## config.mk

```make
export PLATFORM = sky130hd
export DESIGN_NAME = norz_phase_sequencer
export DESIGN_NICKNAME = d
export VERILOG_FILES = /design/src/rtl/norz_dec_pkg.sv /design/src/rtl/norz_prefix_detect.sv /design/src/rtl/norz_phase_sequencer.sv
export SDC_FILE = /design/constraint.sdc
export NUM_CORES = 1
export LEC_CHECK = 0
export CELL_PAD_IN_SITES_DETAIL_PLACEMENT = 1
export CELL_PAD_IN_SITES_GLOBAL_PLACEMENT = 1
export CORE_AREA = 2 2 60 62
export CTS_CLUSTER_DIAMETER = 50
export CTS_CLUSTER_SIZE = 40
export DETAILED_ROUTE_END_ITERATION = 10
export DIE_AREA = 0 0 62 64
export PLACE_DENSITY = 0.89
export SLEW_MARGIN = 40
export SYNTH_ARGS = -nofsm -noshare
export SYNTH_HDL_FRONTEND = slang
export SYNTH_SLANG_ARGS = --single-unit
```

## constraint.sdc

```tcl
create_clock -name clock -period 2.8 [get_ports clock]
set_input_delay 0.56 -clock clock [delete_from_list [all_inputs] [get_ports clock]]
set_output_delay 0.56 -clock clock [all_outputs]
set_load 0.03 [all_outputs]
```

## src/rtl/norz_dec_pkg.sv

```systemverilog
// ----------------------------------------------------------------------------
// norz_dec_pkg
//   Shared definitions for the I-decoder front end: sequencer state encoding,
//   prefix codes reported on the prefix bus, and the opcode constants that the
//   prefix detector and interrupt-acknowledge path compare against.
//   Optional feature macro: NORZ_INT_ACK_EN (adds the INTACK state).
// ----------------------------------------------------------------------------
package norz_dec_pkg;

`ifdef NORZ_INT_ACK_EN
   typedef enum logic [1:0] {
      ST_FETCH  = 2'd0,
      ST_EXEC   = 2'd1,
      ST_INTACK = 2'd2
   } state_t;
`else
   typedef enum logic [1:0] {
      ST_FETCH  = 2'd0,
      ST_EXEC   = 2'd1
   } state_t;
`endif

   localparam logic [1:0] PFX_NONE = 2'd0;
   localparam logic [1:0] PFX_CB   = 2'd1;
   localparam logic [1:0] PFX_DDED = 2'd2;
   localparam logic [1:0] PFX_FD   = 2'd3;

   localparam logic [7:0] OP_CB = 8'hCB;
   localparam logic [7:0] OP_DD = 8'hDD;
   localparam logic [7:0] OP_ED = 8'hED;
   localparam logic [7:0] OP_FD = 8'hFD;
   localparam logic [7:0] OP_FF = 8'hFF;   // RST 38h, forced during INTACK

endpackage

```

## src/rtl/norz_prefix_detect.sv

```systemverilog
// ----------------------------------------------------------------------------
// norz_prefix_detect
//   Combinational classifier for a fetched byte.
//   Ports:
//     op        in  W   fetched byte
//     is_prefix out 1   byte is CB, DD, ED or FD
//     code      out 2   prefix code (1 CB, 2 DD/ED, 3 FD, 0 otherwise)
// ----------------------------------------------------------------------------
module norz_prefix_detect
   import norz_dec_pkg::*;
#(
   parameter int W = 8
) (
   input  logic [W-1:0] op,
   output logic         is_prefix,
   output logic [1:0]   code
);

   always_comb begin
      is_prefix = 1'b0;
      code      = PFX_NONE;
      case (op)
         W'(OP_CB): begin is_prefix = 1'b1; code = PFX_CB;   end
         W'(OP_DD): begin is_prefix = 1'b1; code = PFX_DDED; end
         W'(OP_ED): begin is_prefix = 1'b1; code = PFX_DDED; end
         W'(OP_FD): begin is_prefix = 1'b1; code = PFX_FD;   end
         default:   begin is_prefix = 1'b0; code = PFX_NONE; end
      endcase
   end

endmodule

```

## src/rtl/norz_phase_sequencer.sv

```systemverilog
// ----------------------------------------------------------------------------
// norz_phase_sequencer
//   Sequential front end of the I-decoder tree. Holds the latched opcode
//   (ITABLE) and the execution phase counter (XPT), absorbs up to MAX_PREFIX
//   prefix bytes, and steps XPT while the decoder drives control pulses.
//   Optional feature macro: NORZ_INT_ACK_EN (int_req/int_ack, INTACK state).
//   Ports:
//     clock, reset        clock and synchronous active-high reset
//     op_valid, op_in     fetched byte handshake
//     mem_wait            freezes every register
//     PR_Reset_XPT        decoder: clear XPT
//     P2_Set_CM1          decoder: end of instruction, back to fetch
//     P2_Reset_ITABLE     decoder: with CM1, clear ITABLE and prefix
//     op_req              high while fetching
//     dec_enable          high while executing
//     XPT/notXPT          phase counter and complement
//     ITABLE/notITABLE    latched opcode and complement
//     prefix              last prefix byte seen
//     xpt_overflow        one-cycle pulse when XPT wraps without CM1
//     int_req/int_ack     (macro only) interrupt request / acknowledge
// ----------------------------------------------------------------------------
module norz_phase_sequencer
   import norz_dec_pkg::*;
#(
   parameter int XPT_W      = 4,
   parameter int ITABLE_W   = 8,
   parameter int MAX_PREFIX = 2
) (
   input  logic                clock,
   input  logic                reset,
   input  logic                op_valid,
   input  logic [ITABLE_W-1:0] op_in,
   input  logic                mem_wait,
   input  logic                PR_Reset_XPT,
   input  logic                P2_Set_CM1,
   input  logic                P2_Reset_ITABLE,
`ifdef NORZ_INT_ACK_EN
   input  logic                int_req,
   output logic                int_ack,
`endif
   output logic                op_req,
   output logic                dec_enable,
   output logic [XPT_W-1:0]    XPT,
   output logic [XPT_W-1:0]    notXPT,
   output logic [ITABLE_W-1:0] ITABLE,
   output logic [ITABLE_W-1:0] notITABLE,
   output logic [1:0]          prefix,
   output logic                xpt_overflow
);

   localparam int CNT_W = $clog2(MAX_PREFIX + 2);

   state_t            state, state_next;
   logic [CNT_W-1:0]  prefix_cnt;
   logic              is_prefix;
   logic [1:0]        pfx_code;

   logic accept, absorb, latch_op, run, cm1, rst_xpt, inc, wrap;

   norz_prefix_detect #(.W(ITABLE_W)) u_detect (
      .op        (op_in),
      .is_prefix (is_prefix),
      .code      (pfx_code)
   );

   // Per-cycle events; mem_wait suppresses all of them so every register holds.
   always_comb begin
      accept   = (state == ST_FETCH) && op_valid && !mem_wait;
      absorb   = accept && is_prefix && (prefix_cnt < CNT_W'(MAX_PREFIX));
      latch_op = accept && !absorb;
      run      = (state == ST_EXEC) && !mem_wait;
      cm1      = run && P2_Set_CM1;
      rst_xpt  = run && !P2_Set_CM1 && PR_Reset_XPT;
      inc      = run && !P2_Set_CM1 && !PR_Reset_XPT;
      wrap     = inc && (XPT == '1);
   end

`ifdef NORZ_INT_ACK_EN
   // Interrupt is taken only at an instruction boundary with no prefix left over.
   logic to_intack, intack_run;
   always_comb begin
      to_intack  = cm1 && int_req && ((prefix == PFX_NONE) || P2_Reset_ITABLE);
      intack_run = (state == ST_INTACK) && !mem_wait;
   end
`endif

   // State register
   always_ff @(posedge clock) begin
      if (reset) state <= ST_FETCH;
      else       state <= state_next;
   end

   // Next-state logic
   always_comb begin
      state_next = state;
      case (state)
         ST_FETCH: if (latch_op) state_next = ST_EXEC;
         ST_EXEC: begin
`ifdef NORZ_INT_ACK_EN
            if (to_intack)  state_next = ST_INTACK;
            else if (cm1 || wrap) state_next = ST_FETCH;
`else
            if (cm1 || wrap) state_next = ST_FETCH;
`endif
         end
`ifdef NORZ_INT_ACK_EN
         ST_INTACK: if (!mem_wait) state_next = ST_EXEC;
`endif
         default: state_next = ST_FETCH;
      endcase
   end

   // Output decode
   always_comb begin
      op_req     = (state == ST_FETCH);
      dec_enable = (state == ST_EXEC);
`ifdef NORZ_INT_ACK_EN
      int_ack    = (state == ST_INTACK);
`endif
   end

   // Datapath registers: phase counter, opcode latch, prefix record.
   always_ff @(posedge clock) begin
      if (reset) begin
         XPT          <= '0;
         ITABLE       <= '0;
         prefix       <= PFX_NONE;
         prefix_cnt   <= '0;
         xpt_overflow <= 1'b0;
      end else begin
         // Pulse, not a held flag: drops on the cycle after the wrap.
         xpt_overflow <= wrap;
         // A prefix byte forced through as an opcode is still recorded.
         if (accept && is_prefix) prefix <= pfx_code;
         if (absorb) prefix_cnt <= prefix_cnt + 1'b1;
         if (latch_op) begin
            ITABLE     <= op_in;
            XPT        <= '0;
            prefix_cnt <= '0;
         end
         if (cm1 || rst_xpt) XPT <= '0;
         if (inc) XPT <= XPT + 1'b1;   // natural modulo wrap gives 0 on overflow
         if (cm1 && P2_Reset_ITABLE) begin
            ITABLE <= '0;
            prefix <= PFX_NONE;
         end
`ifdef NORZ_INT_ACK_EN
         if (intack_run) begin
            ITABLE <= ITABLE_W'(OP_FF);
            XPT    <= '0;
         end
`endif
      end
   end

   // Complements come straight off the registered values.
   assign notXPT    = ~XPT;
   assign notITABLE = ~ITABLE;

endmodule

```

==> flow_summary_export.csv <==
group,metric,value,unit
grt,overflow,0,
pwr,power_density,385,nW/µm²
logic_synthesis,ys_ff_latch,18,
sta,fmax,451,MHz
worst_setup_path,max_stage_delay,0.76,ns
drt,wl,2770,µm
place,place_hpwl,2250,µm
floorplanning,start_util,0.302,
final_layout,final_common_cell,"clkdlybuf4s50_1",
worst_hold_path,min-delay-start,"ITABLE[1]$_SDFFE_PP0P_",
clock_tree,cts_root_buf,"clkbuf_4",
logic_synthesis,synth_seq_area_share,0.364,
place,routabilityCongestion,0.721,
final_layout,design_area,1490,µm²
pwr,peakVddDrop,0.000167,V
clock_tree,clkLatencyLatePin,0.30,ns
drt,drtAntennaViolNets,0,
drt,drcViolationCount,0,
clock_tree,numCtsBuffers,3,
clock_tree,h-tree-depth,1,
logic_synthesis,yosysTopAreaCellShare,0.364,
worst_setup_path,critPathTopFamily,"buffers and inverters",
logic_synthesis,synthesis.nets,131,
worst_setup_path,crit_path_start_kind,"flip-flop",
drt,routed-via-count,976,
worst_setup_path,cp.required,2.24,ns
drt,drt_first_pass_iters,3,
logic_synthesis,synth-edff-count,0,
logic_synthesis,ys.flop_type,"dfxtp_1",
logic_synthesis,yosysTopAreaCell,"dfxtp_1",
logic_synthesis,yosys_warnings,0,
logic_synthesis,synthArstFlopShare,0,
grt,antenna_found_initial,0,
worst_setup_path,crit_start,"state[0]$_SDFFE_PP0P_",
final_layout,layout_common_cells,"43 x clkdlybuf4s50_1, 21 x nand2_1, 18 x dfxtp_1, 14 x inv_1, 8 x mux2i_1",
run,cap_violations,0,
worst_setup_path,path_class,"reg -> out",
clock_tree,cts_setup_buffers,0,
logic_synthesis,netlist_area,991,µm²
sta,fin_crit_sh,0.792,
clock_tree,cts.hold.buffers_added,0,
logic_synthesis,synthTopCellsByArea,"dfxtp_1 36%, mux2i_1 8.1%, nand2_1 8.0%",
worst_setup_path,crit_path_max_fanout,12,
final_layout,diodes,0,
floorplanning,pin_count,44,
place,port_buffers,43,
grt,grt_pass1_vias,1080,
clock_tree,cts.sinks,18,
sta,rsz0062_at_grt,"false",
worst_setup_path,arrival,1.66,ns
worst_hold_path,hold_class,"reg -> reg",
logic_synthesis,synthCells,115,
sta,period_needed,2.22,ns
floorplanning,num_rows,21,
status,outcome,"completed",
clock_tree,cts_tree,"yes",
grt,grt_start_max_net_pins,19,
sta,hold_ws,0.483,ns
sta,skew,0.00510,ns
sta,setup_viol,0,
grt,grt_usage,0.150,
clock_tree,cts_resized,0,
place,dp_cells,201,
worst_setup_path,crit_path_end_kind,"output pin",
sta,tightest_slew,0.467,ns
floorplanning,die_x,62,µm
final_layout,drive_above_1_share,0.107,
final_layout,fin_cells,205,
worst_setup_path,crit_buf_inv,1,
floorplanning,dieArea,3970,µm²
worst_setup_path,critical_path.cell_chain,"clkdlybuf4s50_1",
worst_setup_path,r2r-start,"state[0]$_SDFFE_PP0P_",
drt,wl_per_cell,13.5,µm
floorplanning,design.core.area,3280,µm²
grt,grt_pass1_wl,4660,µm
sta,hold_viol,0,
floorplanning,chipHeight,64,µm
pwr,leakage,0.000529,µW
logic_synthesis,ys_types,40,
sta,slew_violations,0,
clock_tree,path_clk_slew,0.11,ns
place,placed_cell_area,1460,µm²
sta,tns,0,ns
worst_setup_path,critPathSlowestCell,"clkdlybuf4s50_1",
clock_tree,ctsLongestPathBuffers,2,
sta,timing.slew.headroom,0.688,
final_layout,finalNetCount,176,
drt,drt-initial-drc-count,12,
final_layout,area_growth_syn_to_layout,50.5,%
drt,viasPerCell,4.76,
logic_synthesis,synth.avg_cell_area,8.62,µm²
final_layout,final_core_util,0.454,
==> Yosys cell counts (all sizes together) (3+ instances only) <==
master / number
nor2: 7
o31ai: 3
a21oi: 5
nand4: 3
buf: 4
dfxtp: 18
inv: 14
mux2i: 8
nand2: 21
==> path summary, 6_finish.rpt <==
path | end | slack, ns | cells after the start
worst min register to register | ITABLE[1]$_SDFFE_PP0P_ | 0.48 | 2
worst max-delay path | dec_enable | 0.58 | 1
worst max register to register | ITABLE[5]$_SDFFE_PP0P_ | 1.09 | 4
worst min-delay path | ITABLE[1]$_SDFFE_PP0P_ | 0.48 | 2
==> cell type report <==
type	instances	area, µm²
sequential	18	360
fill	410	1790
multi-input combinational	78	539
tap	46	57.6
timing repair buffer	45	445
inverter	14	52.6
clock buffer	4	36.3
==> routing by layer <==
metal | up-vias | global-route usage | part of all wire
met2 | 42 | 0.268 | 0.49
met4 | 0 | 0.0346 | 0.014
met1 | 449 | 0.180 | 0.42
met3 | 4 | 0.0263 | 0.073
li1 | 481 | - | -
met5 | - | 0 | 0
==> through the flow <==
step           power (µW)  setup slack (ns)
2_1_floorplan         351              1.21
3_3_place_gp          410             0.549
3_5_place_dp          416             0.444
4_1_cts               582             0.554
5_1_grt               608             0.456
6_report              574             0.582
==> state kept, by name, summed over array words and instances, names as in the netlist <==
register and flops:
ITABLE 8, XPT 4, prefix 2, prefix_cnt 2, state 1, xpt_overflow 1
==> where the power goes <==
group          internal [µW]  leakage (µW)  switching (µW)  total (µW)
logic                   61.8      0.000362            75.0         137
registers                263      0.000146            8.25         272
clock network           79.2     0.0000210            86.3         165
==> cell families (layout without fill, tap and decap cells) <==
family,Yosys count,in the layout,synth area share
fa+ha+maj,1,1,0.0126
mux,8,8,0.0808
flops,18,18,0.364
xor+xnor,1,1,0.00884
compound gates,21,21,0.173
simple gates,47,47,0.269
buf+inv,19,63,0.0922
Note: power is estimated with default switching activity, not from simulation.
